<file path="config.mk">
export PLATFORM = sky130hd
export DESIGN_NAME = debounce_edge_sync
export DESIGN_NICKNAME = d
export VERILOG_FILES = /design/src/rtl/debounce_edge_sync.sv
export SDC_FILE = /design/constraint.sdc
export NUM_CORES = 1
export LEC_CHECK = 0
export BUFFER_PORTS_ARGS = -buffer_cell sky130_fd_sc_hd__buf_2
export CAP_MARGIN = 5
export CELL_PAD_IN_SITES_DETAIL_PLACEMENT = 0
export CELL_PAD_IN_SITES_GLOBAL_PLACEMENT = 1
export CORE_AREA = 10 10 47 49
export DETAILED_ROUTE_END_ITERATION = 6
export DIE_AREA = 0 0 57 59
export GPL_TIMING_DRIVEN = 0
export PLACE_DENSITY = 0.67
export SYNTH_ARGS = -nofsm -noshare
export SYNTH_HDL_FRONTEND = slang
export SYNTH_SLANG_ARGS = --single-unit
</file>
<file path="constraint.sdc">
create_clock -name clk -period 1.85 [get_ports clk]
set_clock_uncertainty 0.1 [all_clocks]
set_input_delay 0 -clock clk [delete_from_list [all_inputs] [get_ports clk]]
set_output_delay 0 -clock clk [all_outputs]
set_load 0.02 [all_outputs]
</file>
<file path="src/rtl/debounce_edge_sync.sv">
// ============================================================================
// debounce_edge_sync : synchroniser + debouncer with registered level and edge pulses
// Rev 1.0
// ============================================================================
`default_nettype none

module debounce_edge_sync #(
  parameter int SYNC_STAGES   = 2,
  parameter int STABLE_CYCLES = 16
) (
  input  logic clk,
  input  logic rst_n,
  input  logic din_async,
  output logic dout,
  output logic rise_pulse,
  output logic fall_pulse,
  output logic busy
);

  localparam int CNT_W = ($clog2(STABLE_CYCLES) < 1) ? 1 : $clog2(STABLE_CYCLES);
  localparam logic [CNT_W-1:0] CNT_LAST = CNT_W'(STABLE_CYCLES - 1);
  localparam logic [CNT_W-1:0] CNT_ONE  = CNT_W'(1);

  typedef enum logic [1:0] {
    IDLE_LOW   = 2'd0,
    CHECK_HIGH = 2'd1,
    IDLE_HIGH  = 2'd2,
    CHECK_LOW  = 2'd3
  } state_t;

  logic [SYNC_STAGES-1:0] sync_q, sync_d;
  logic                   s;

  state_t           state_q, state_d;
  logic [CNT_W-1:0] cnt_q, cnt_d;
  logic             dout_q, dout_d;
  logic             rise_q, rise_d;
  logic             fall_q, fall_d;
  logic             busy_q, busy_d;

  // Bit 0 captures the raw input; only the last stage feeds the FSM.
  always_comb begin
    sync_d = {sync_q[SYNC_STAGES-2:0], din_async};
  end

  assign s = sync_q[SYNC_STAGES-1];

  always_comb begin
    state_d = state_q;
    cnt_d   = cnt_q;
    dout_d  = dout_q;
    rise_d  = 1'b0;
    fall_d  = 1'b0;

    case (state_q)
      IDLE_LOW: begin
        if (s) begin
          state_d = CHECK_HIGH;
          cnt_d   = CNT_ONE;
        end
      end

      CHECK_HIGH: begin
        if (!s) begin
          state_d = IDLE_LOW;
          cnt_d   = '0;
        end else if (cnt_q == CNT_LAST) begin
          state_d = IDLE_HIGH;
          dout_d  = 1'b1;
          rise_d  = 1'b1;
          cnt_d   = '0;
        end else begin
          cnt_d = cnt_q + CNT_ONE;
        end
      end

      IDLE_HIGH: begin
        if (!s) begin
          state_d = CHECK_LOW;
          cnt_d   = CNT_ONE;
        end
      end

      CHECK_LOW: begin
        if (s) begin
          state_d = IDLE_HIGH;
          cnt_d   = '0;
        end else if (cnt_q == CNT_LAST) begin
          state_d = IDLE_LOW;
          dout_d  = 1'b0;
          fall_d  = 1'b1;
          cnt_d   = '0;
        end else begin
          cnt_d = cnt_q + CNT_ONE;
        end
      end

      default: begin
        state_d = IDLE_LOW;
        cnt_d   = '0;
        dout_d  = 1'b0;
      end
    endcase

    // Busy is registered alongside the state it describes.
    busy_d = (state_d == CHECK_HIGH) || (state_d == CHECK_LOW);
  end

  always_ff @(posedge clk or negedge rst_n) begin
    if (!rst_n) begin
      sync_q  <= '0;
      state_q <= IDLE_LOW;
      cnt_q   <= '0;
      dout_q  <= 1'b0;
      rise_q  <= 1'b0;
      fall_q  <= 1'b0;
      busy_q  <= 1'b0;
    end else begin
      sync_q  <= sync_d;
      state_q <= state_d;
      cnt_q   <= cnt_d;
      dout_q  <= dout_d;
      rise_q  <= rise_d;
      fall_q  <= fall_d;
      busy_q  <= busy_d;
    end
  end

  assign dout       = dout_q;
  assign rise_pulse = rise_q;
  assign fall_pulse = fall_q;
  assign busy       = busy_q;

endmodule

`default_nettype wire
</file>
==> metrics.md, run 1 <==
| Metric | Value |
|---|---|
| Core box area | about 1400 sq um |
| Clock tree from TritonCTS | built |
| Total CTS buffers | 3 |
| Crit path time final | 1380 ps |
| Via density per instance | between 4 and 5 |
| Row Count | 14 |
| Clock transition at path regs | about 70 ps |
| FMAX | slightly above 700 MHz |
| CP peak stage delay | 420 ps |
| Worst setup EP type | flop |
| RSZ-0062 raised after global routing | false |
| Global-route wire length before repair | about 1.6 mm |
| Largest net degree at the start of global routing | 13 |
| Relative slew margins | roughly 74% |
| FF-to-FF path depth | 4 |
| Clock Tree Buf Depth | 2 |
| Worst-margin pin slew | about 380 ps |
| Fin util | 43.8% |
| Via count | approximately 360 |
| Post-DRT Antenna Nets | 0 |
| Cell count after synthesis | 46 |
| VDD IR max | 0.000424 V |
| Crit path kind | reg2reg |
| Worst-Skew Late Latency | roughly 270 ps |
| ANT cells | 0 |
| Critical Path RT | between 1500 and 2000 ps |
| Layout cells sized above 1 | approximately 24% |
| Post-synthesis sequential area ratio | roughly three fifths |
| Post-route DRC | 0 |
| Crit path DAT | between 1000 and 1500 ps |
| Number of cells on the critical path | 4 |
| Max stage delay cell, worst path | dfrtp_1 |
| Pwr Density | ~870 nW/um^2 |
| Final global-route overflow total | 0 |
| Pre-Repair DR Iteration Count | 4 |
| Critical path buffers and inverters | 0 |
| CTS root buf | clkbuf_4 |
| Worst hold slack | ~35 ps |
| Setup crit start kind | flop |
| Synth unique cells | 19 |
| Setup slack, reg-to-reg | 470 ps |
| Total GRT Usage | roughly 5.7% |
| CP startpoint | cnt_q[0] |
| Netlist Area Pre-Place | 508 sq um |
| RR Startpoint | cnt_q[0] |
| DIE AREA | between 3000 and 4000 sq um |
| Number of fill cells in the layout | about 150 |
| Crit-path cells | ha_1 -> and4_1 -> a21oi_1 -> a21oi_1 |
| Cells after DPL | 68 |
| Max Cap Viol | 0 |
| Port Buf Inserts | 6 |
| DP Wirelength | 652 microns |
| Final Power | roughly 530 uW |
| Initial core utilization | between 30% and 40% |
| Commonest non-fill, non-tap cell in the layout | dfrtp_1 |
| Number of H-tree levels | 1 |
| Drt wl/cell | between 10 and 15 microns |
| Delay-heaviest family, CP | flip-flops |
| Total detailed-routing wirelength | 868 microns |
| Gpl congestion | roughly 0.66 |
| Ports | 7 |
| Commonest non-fill, non-tap cells in the layout | dfrtp_1, nand2_1, buf_2 |
| Yosys reg bits | 12 |
| Die width | ~57 microns |
| Status | finished, final reports clean |
| Setup violations, final | 0 |
| Initial drt markers | 5 |
| Die height | just under 60 microns |
| Vias in the first global route | 361 |
| Finished Layout Cells | 74 |
| Mapped Nets | 50 |
| Final Hold Fails | 0 |
| Crit share post-route | between 70% and 80% |
| Post_cts resized | 0 |
| Slew Viols, Final | 0 |
| Setup TNS Final | 0 ps |
| Syn avg cell area | about 11 sq um |
| Layout net count | between 60 and 70 |
| Crit path max fanout | 5 |
| Area Overhead vs Synth | 20.9% |
| Initial antenna violation count | 0 |
| Clk sink count | 12 |
| Synth Warn # | 0 |
| Worst path most repeated cell | a21oi_1 |
| Reg2Reg Capture Point | dout |
| Hold crit path type | in2async |
| LEAKAGE | about 0.30 nW |
-- what timing repair did --
item | CTS | global route
buffers inserted | 0 | 0
hold buffers | 2 | 0
endpoints found under the hold margin | 13 | 0
-- report_power, final --
group | internal [mW] | switching [mW]
clock | 0.120 | 0.0817
combinational | 0.0199 | 0.0239
sequential | 0.274 | 0.0123
-- flip-flops by register name, indices dropped and copies added, names as in the netlist --
signal / flops
cnt_q: 4
dout: 1
state_q: 2
sync_q: 2
rise_pulse: 1
fall_pulse: 1
busy: 1
-- layout make-up --
| cell class | instances | area (sq um) | share of cell area, % |
|---|---|---|---|
| Buffer | 1 | 5.00 | 0.815 |
| Clock buffer | 4 | 36.3 | 5.91 |
| Multi-Input combinational cell | 33 | 203 | 33.0 |
| Sequential cell | 12 | 300 | 48.9 |
| Tap cell | 16 | 20.0 | 3.26 |
| Timing Repair Buffer | 8 | 50.0 | 8.15 |
-- per-layer routing --
layer  vias to the layer above  global-route usage (%)  routed length (microns)  share of wire (%)
met5                         -                       0                        0                  0
met1                       168                    6.80                      389                 45
li1                        182                       -                        -                  -
met2                         6                    8.53                      431                 50
met4                         0                    3.02                        6               0.69
met3                         2                    2.15                       41                4.7
-- worst reg2reg max path: stages (launching register included) --
cell and delay (ps):
dfrtp_1 420, ha_1 270, and4_1 270, a21oi_1 160
a21oi_1 50
-- per-stage QoR --
stage | worst slack (ps) | cell area (sq um)
finish | 466 | 614
global route | 323 | 614
CTS | 462 | 614
detailed placement | 472 | 558
global placement | 471 | 558
floorplan | 563 | 508
-- how the worst max path moves through the flow --
stage / end
2_1_floorplan: dout
3_3_place_gp: dout
6_report: dout
4_1_cts: dout
3_5_place_dp: dout
5_1_grt: dout
-- synth_stat cells --
cell type,count,area [sq um]
and4b_1,1,10.0
xor2_1,2,17.5
nand3_1,2,10.0
a31o_2,1,8.76
xnor2_1,1,8.76
nor2_1,4,15.0
nand4_1,1,6.26
a21oi_1,3,15.0
nor3b_1,1,7.51
a211oi_2,1,12.5
buf_2,1,5.00
and4_1,1,8.76
ha_1,1,12.5
nand2_1,8,30.0
o22ai_2,1,12.5
nor2b_1,2,12.5
o21ai_0,1,5.00
o21ai_1,2,10.0
dfrtp_1,12,300
-- cell families (layout without fill, tap and decap cells) --
logic type / count (synthesis) / in the layout / synth area share (%)
compound gates: 9 / 9 / 12.6
simple gates: 20 / 20 / 19.7
xor+xnor: 3 / 3 / 5.17
fa+ha+maj: 1 / 1 / 2.46
buf+inv: 1 / 13 / 0.984
flops: 12 / 12 / 59.1
No activity file was read; power rests on OpenSTA's default activity.
==> run 2, diff against run 1 <==
--- a/config.mk
+++ b/config.mk
@@ -9,11 +9,11 @@
 export CAP_MARGIN = 5
 export CELL_PAD_IN_SITES_DETAIL_PLACEMENT = 0
 export CELL_PAD_IN_SITES_GLOBAL_PLACEMENT = 1
-export CORE_AREA = 10 10 47 49
+export CORE_MARGIN = 10
+export CORE_UTILIZATION = 36
 export DETAILED_ROUTE_END_ITERATION = 6
-export DIE_AREA = 0 0 57 59
 export GPL_TIMING_DRIVEN = 0
-export PLACE_DENSITY = 0.67
+export PLACE_DENSITY = 0.66
 export SYNTH_ARGS = -nofsm -noshare
 export SYNTH_HDL_FRONTEND = slang
 export SYNTH_SLANG_ARGS = --single-unit
==> constraint.sdc (replaced) <==
create_clock -name clk -period 1.2 [get_ports clk]
set_clock_uncertainty 0.1 [all_clocks]
set_input_delay 0 -clock clk [delete_from_list [all_inputs] [get_ports clk]]
set_output_delay 0 -clock clk [all_outputs]
set_load 0.02 [all_outputs]
==> run 2 against run 1 <==
The flow now finishes with violations (setup timing). Combinational power rose by 140%. Clock-buffer cell count unchanged. Core utilization increased by 7.9 points. Largest power group unchanged. Highest routed layer unchanged.
==> metrics.md, run 2 (same netlist as run 1, synthesis figures left out) <==
| Metric | Value |
|---|---|
| DP Wirelength | ~660 microns |
| Pre-Repair DR Iteration Count | 4 |
| Vias in the first global route | ~370 |
| Delay-heaviest family, CP | flip-flops |
| Via density per instance | between 5 and 6 |
| Port Buf Inserts | 6 |
| FF-to-FF path depth | 4 |
| Final Hold Fails | 0 |
| CP Capture Point | dout |
| CP startpoint | cnt_q[0] |
| Pwr Density | around 1300 nW/um^2 |
| Reg2Reg Capture Point | dout |
| FMAX | 825 MHz |
| CP peak stage delay | 410 ps |
| Number of H-tree levels | 1 |
| Setup crit start kind | flop |
| Total detailed-routing wirelength | approximately 1000 microns |
| Die width | ~58 microns |
| Post-route DRC | 0 |
| CTS root buf | clkbuf_4 |
| VDD IR max | between 0.0006 and 0.0007 V |
| Gpl congestion | about 0.77 |
| Row Count | 13 |
| Setup slack, reg-to-reg | -10 ps |
| Post-DRT Antenna Nets | 0 |
| ANT cells | 0 |
| LEAKAGE | about 0.32 nW |
| Status | finished, violations left |
| Clk sink count | 12 |
| Number of flip-flops in the largest register | 4 |
| Relative slew margins | 82.3% |
| Crit-path cells | ha_4 -> and4_4 -> a21oi_2 -> a21oi_1 |
| Clock transition at path regs | approximately 70 ps |
| Crit path max fanout | 5 |
| Layout net count | 67 |
| Crit path time final | 1210 ps |
| Max Cap Viol | 0 |
| Final Cell Area | approximately 680 sq um |
| Largest net degree at the start of global routing | 13 |
| Fin util | 51.8% |
| Critical path buffers and inverters | 0 |
| Clock tree from TritonCTS | built |
| Crit path DAT | 1310 ps |
| Crit share post-route | 101% |
| Setup TNS Final | -12.7 ps |
| RSZ-0062 raised after global routing | true |
| Commonest non-fill, non-tap cell in the layout | dfrtp_1 |
| Via count | around 400 |
| Initial antenna violation count | 0 |
| Placed Instance Area | 572 sq um |
| Core box area | between 1000 and 1500 sq um |
| Initial core utilization | around two fifths |
| Hold crit path type | in2async |
| Setup ws final | -12.7 ps |
| Slew Viols, Final | 0 |
| Number of cells on the critical path | 4 |
| Failing checks | setup timing |
| Layout cells sized above 1 | 41.9% |
| DIE AREA | around 3300 sq um |
| Commonest non-fill, non-tap cells in the layout | dfrtp_1, buf_2, nand2_1 |
| Worst-Skew Late Latency | between 200 and 300 ps |
| Global-route wire length before repair | between 1.5 and 2 mm |
| Worst-margin pin slew | around 260 ps |
| Clock Tree Buf Depth | 2 |
| Setup violations, final | 1 |
| Total GRT Usage | 6.36% |
| Total CTS buffers | 3 |
| Crit path kind | reg2reg |
| Ports | 7 |
| Final global-route overflow total | 0 |
| Top reg by flops | cnt_q |
| RR Startpoint | cnt_q[0] |
| Max stage delay cell, worst path | dfrtp_1 |
| Initial drt markers | 7 |
| Worst setup EP type | flop |
| Area Overhead vs Synth | 34.2% |
| Die height | about 58 microns |
| Critical Path RT | 1300 ps |
| Regs by FF count | cnt_q (4), state_q (2), sync_q (2) |
| Drt wl/cell | between 10 and 15 microns |
## run 2: cell types whose count changed in the layout (fill, tap and decap cells not counted), sizes merged
| cell | delta |
|---|---|
| buf | +4 |
## run 2: timing repair
item	in CTS	in global routing
resized for setup	5	2
pin swaps	3	1
endpoints found under the setup margin	6	6
setup buffers	3	1
endpoints found under the hold margin	13	0
hold buffers	2	0
## run 2: metrics by stage
step	hold WS, ps	setup slack, ps	power [mW]	cells
5_1_grt	55.7	-79.1	0.918	77
2_1_floorplan	-396	16.1	0.500	46
3_3_place_gp	-221	-76.8	0.522	67
6_report	28.4	-12.7	0.865	77
3_5_place_dp	-216	-64.2	0.526	67
4_1_cts	35.1	-23.0	0.875	76
## run 2: worst register-to-register path, cell delays in order, from the launching register on
cell and delay, ps:
dfrtp_1 410, ha_4 190, and4_4 270, a21oi_2 50, a21oi_1 110
## run 2: layout make-up
cell class / instances / area (sq um)
fill: 110 / 636
buffer: 1 / 5.00
tap: 15 / 18.8
multi-input combinational: 33 / 239
clock buffer: 4 / 36.3
timing repair buffer: 12 / 80.1
sequential: 12 / 303
## run 2: how the worst min path moves through the flow
stage	from	to	depth (start not counted)
floorplan	rst_n	busy	0
global placement	rst_n	cnt_q[3]	1
detailed placement	rst_n	cnt_q[3]	1
CTS	rst_n	cnt_q[3]	2
global route	rst_n	sync_q[0]	2
finish	rst_n	cnt_q[2]	2
## run 2: layer usage
layer | vias to the layer above | wire length [microns] | GRT usage (%)
met5 | - | 0 | 0
li1 | 195 | - | -
met4 | 0 | 29 | 6.04
met2 | 13 | 440 | 9.20
met1 | 193 | 446 | 6.50
met3 | 3 | 61 | 3.10
## run 2: power by group
group | internal, mW | switching (mW)
sequential | 0.423 | 0.0223
combinational | 0.0569 | 0.0485
clock | 0.185 | 0.130
total | 0.664 | 0.201
==> run 3, diff against run 2 <==
--- a/config.mk
+++ b/config.mk
@@ -13,6 +13,7 @@
 export CORE_UTILIZATION = 36
 export DETAILED_ROUTE_END_ITERATION = 6
 export GPL_TIMING_DRIVEN = 0
+export HOLD_SLACK_MARGIN = 0.12
 export PLACE_DENSITY = 0.66
 export SYNTH_ARGS = -nofsm -noshare
 export SYNTH_HDL_FRONTEND = slang
==> run 3 against run 2 <==
The flow still finishes with violations (setup timing). Wire length increased by 0.82%. Sequential power hardly changed. Core utilization up 0.76 points. Clock-buffer cell count unchanged. Fmax barely moved. First-iteration DRC count stayed put. Sequential share of layout area fell by 0.64 points. Critical path depth stayed put. Global-route usage about the same. Final cell count grew 1.3%. Combinational power about the same. Critical path type unchanged.
==> metrics.md, run 3 (same netlist as run 1, synthesis figures left out) <==
| Metric | Value |
|---|---|
| Layout cells sized above 1 | between 40 and 50% |
| Crit path max fanout | 5 |
| Regs by FF count | cnt_q (4), state_q (2), sync_q (2) |
| Pre-Repair DR Iteration Count | 4 |
| Multi-input logic area | 239 sq um |
| Top reg by flops | cnt_q |
| Initial antenna violation count | 0 |
| Final Power | 868 uW |
| Setup violations, final | 1 |
| Worst-margin pin slew | approximately 260 ps |
| Final Cell Area | between 600 and 700 sq um |
| Crit share post-route | 101% |
| Setup ws final | -12.9 ps |
| Vias in the first global route | 373 |
| Clock power frac | between 30 and 40% |
| Crit-path cells | ha_4 -> and4_4 -> a21oi_2 -> a21oi_1 |
| Post-DRT Antenna Nets | 0 |
| Gpl congestion | 0.767 |
| Pwr Density | roughly 1300 nW/um^2 |
| DIE AREA | 3310 sq um |
| Via count | 405 |
| P_sw | roughly 200 uW |
| LEAKAGE | between 0.3 and 0.4 nW |
| Hold crit path type | reg2reg |
| Worst-Skew Late Latency | approximately 270 ps |
| Commonest non-fill, non-tap cell in the layout | dfrtp_1 |
| Worst slack at placement | -64.2 ps |
| RSZ-0062 raised after global routing | true |
| Largest net degree at the start of global routing | 13 |
| Clk sink count | 12 |
| Met3 track demand over resource | 3.10% |
| FMAX | around 820 MHz |
| Post-route DRC | 0 |
| Number of H-tree levels | 1 |
| Total detailed-routing wirelength | around 990 microns |
| Final Hold Fails | 0 |
| Initial core utilization | between 30% and 40% |
| Crit path time final | 1210 ps |
| Reg power frac | 51.3% |
| Setup TNS Final | -12.9 ps |
| Ports | 7 |
| VDD IR max | just under 0.0007 V |
| Failing checks | setup timing |
| Drt wl/cell | ~13 microns |
| Layout net count | approximately 70 |
| Max stage delay cell, worst path | dfrtp_1 |
| Final global-route overflow total | 0 |
| Number of fill cells in the layout | 109 |
| Number of flip-flops in the largest register | 4 |
| Die height | roughly 58 microns |
| Status | finished, violations left |
| Setup crit start kind | flop |
| Total CTS buffers | 3 |
| Core box area | around 1300 sq um |
| Fin util | 52.5% |
| Cells after DPL | 67 |
| Worst setup EP type | flop |
| Area Overhead vs Synth | 36.2% |
| Global-route wire length before repair | ~1.6 mm |
| Max Cap Viol | 0 |
| ANT cells | 0 |
| Clock Tree Buf Depth | 2 |
| Clock tree from TritonCTS | built |
| M1 GR Usage | around 6.5% |
| Relative slew margins | between 80% and 90% |
| Port Buf Inserts | 6 |
| Critical Path RT | 1300 ps |
| Gr busiest metal | met2 |
| Int Power | around 670 uW |
| Commonest non-fill, non-tap cells in the layout | dfrtp_1, buf_2, nand2_1 |
| Finished Layout Cells | 78 |
| CTS root buf | clkbuf_4 |
| Comb pwr share | between 10% and 20% |
| Total GRT Usage | around 6.4% |
| Crit path DAT | 1310 ps |
| Via density per instance | 5.19 |
| FF+latch area | between 300 and 400 sq um |
| Crit path kind | reg2reg |
| Net Sw Frac | approximately 23% |
| Clock transition at path regs | about 70 ps |
| Die width | ~58 microns |
| Placed Instance Area | between 500 and 600 sq um |
| DP Wirelength | about 660 microns |
| Met2 Use GR | roughly 9% |
| CP peak stage delay | 410 ps |
| Slew Viols, Final | 0 |
| Worst hold slack | ~250 ps |
| Row Count | 13 |
| Initial drt markers | 7 |
-- run 3: worst max-delay path, delay by kind of cell (launching register included) --
kind | cells | cell delay, ps
fa+ha+maj | 1 | 190
compound gates | 2 | 160
simple gates | 1 | 270
flops | 1 | 410
-- run 3: repair_timing --
action / 4_1_cts / 5_1_grt
pin swaps: 3 / 1
hold buffers: 3 / 0
endpoints found under the setup margin: 6 / 6
buffers inserted: 3 / 1
hold endpoints to repair: 13 / 0
resized for setup: 5 / 2
-- run 3: cell type report --
cell class	count	area share (%)
sequential	12	43.8
multi-input combinational	33	34.5
timing repair buffer	13	13.0
clock buffer	4	5.24
tap	15	2.71
buffer	1	0.723
-- run 3: path summary, 6_finish.rpt --
| kind | from | endpoint | slack [ps] | depth (start not counted) |
|---|---|---|---|---|
| max in group asynchronous | rst_n | state_q[1] | 210 | 3 |
| worst max register to register | cnt_q[0] | dout | -10 | 4 |
| worst min-delay path | sync_q[0] | sync_q[1] | 250 | 0 |
| worst min register to register | sync_q[0] | sync_q[1] | 250 | 0 |
| worst max-delay path | cnt_q[0] | dout | -10 | 4 |
| min in group asynchronous | rst_n | cnt_q[2] | 560 | 3 |
-- run 3: layer usage --
layer | up-vias | wire length, microns
li1 | 197 | -
met1 | 192 | 452
met2 | 13 | 442
met3 | 3 | 61
met4 | 0 | 29
met5 | - | 0
-- run 3: power by group through the flow --
stage                     combinational [mW]  sequential [mW]  clock, mW
after CTS                              0.105            0.444      0.329
after global routing                   0.119            0.447      0.354
after detailed placement              0.0718            0.454          0
after floorplan                       0.0482            0.452          0
final                                  0.108            0.445      0.314
after global placement                0.0694            0.452          0
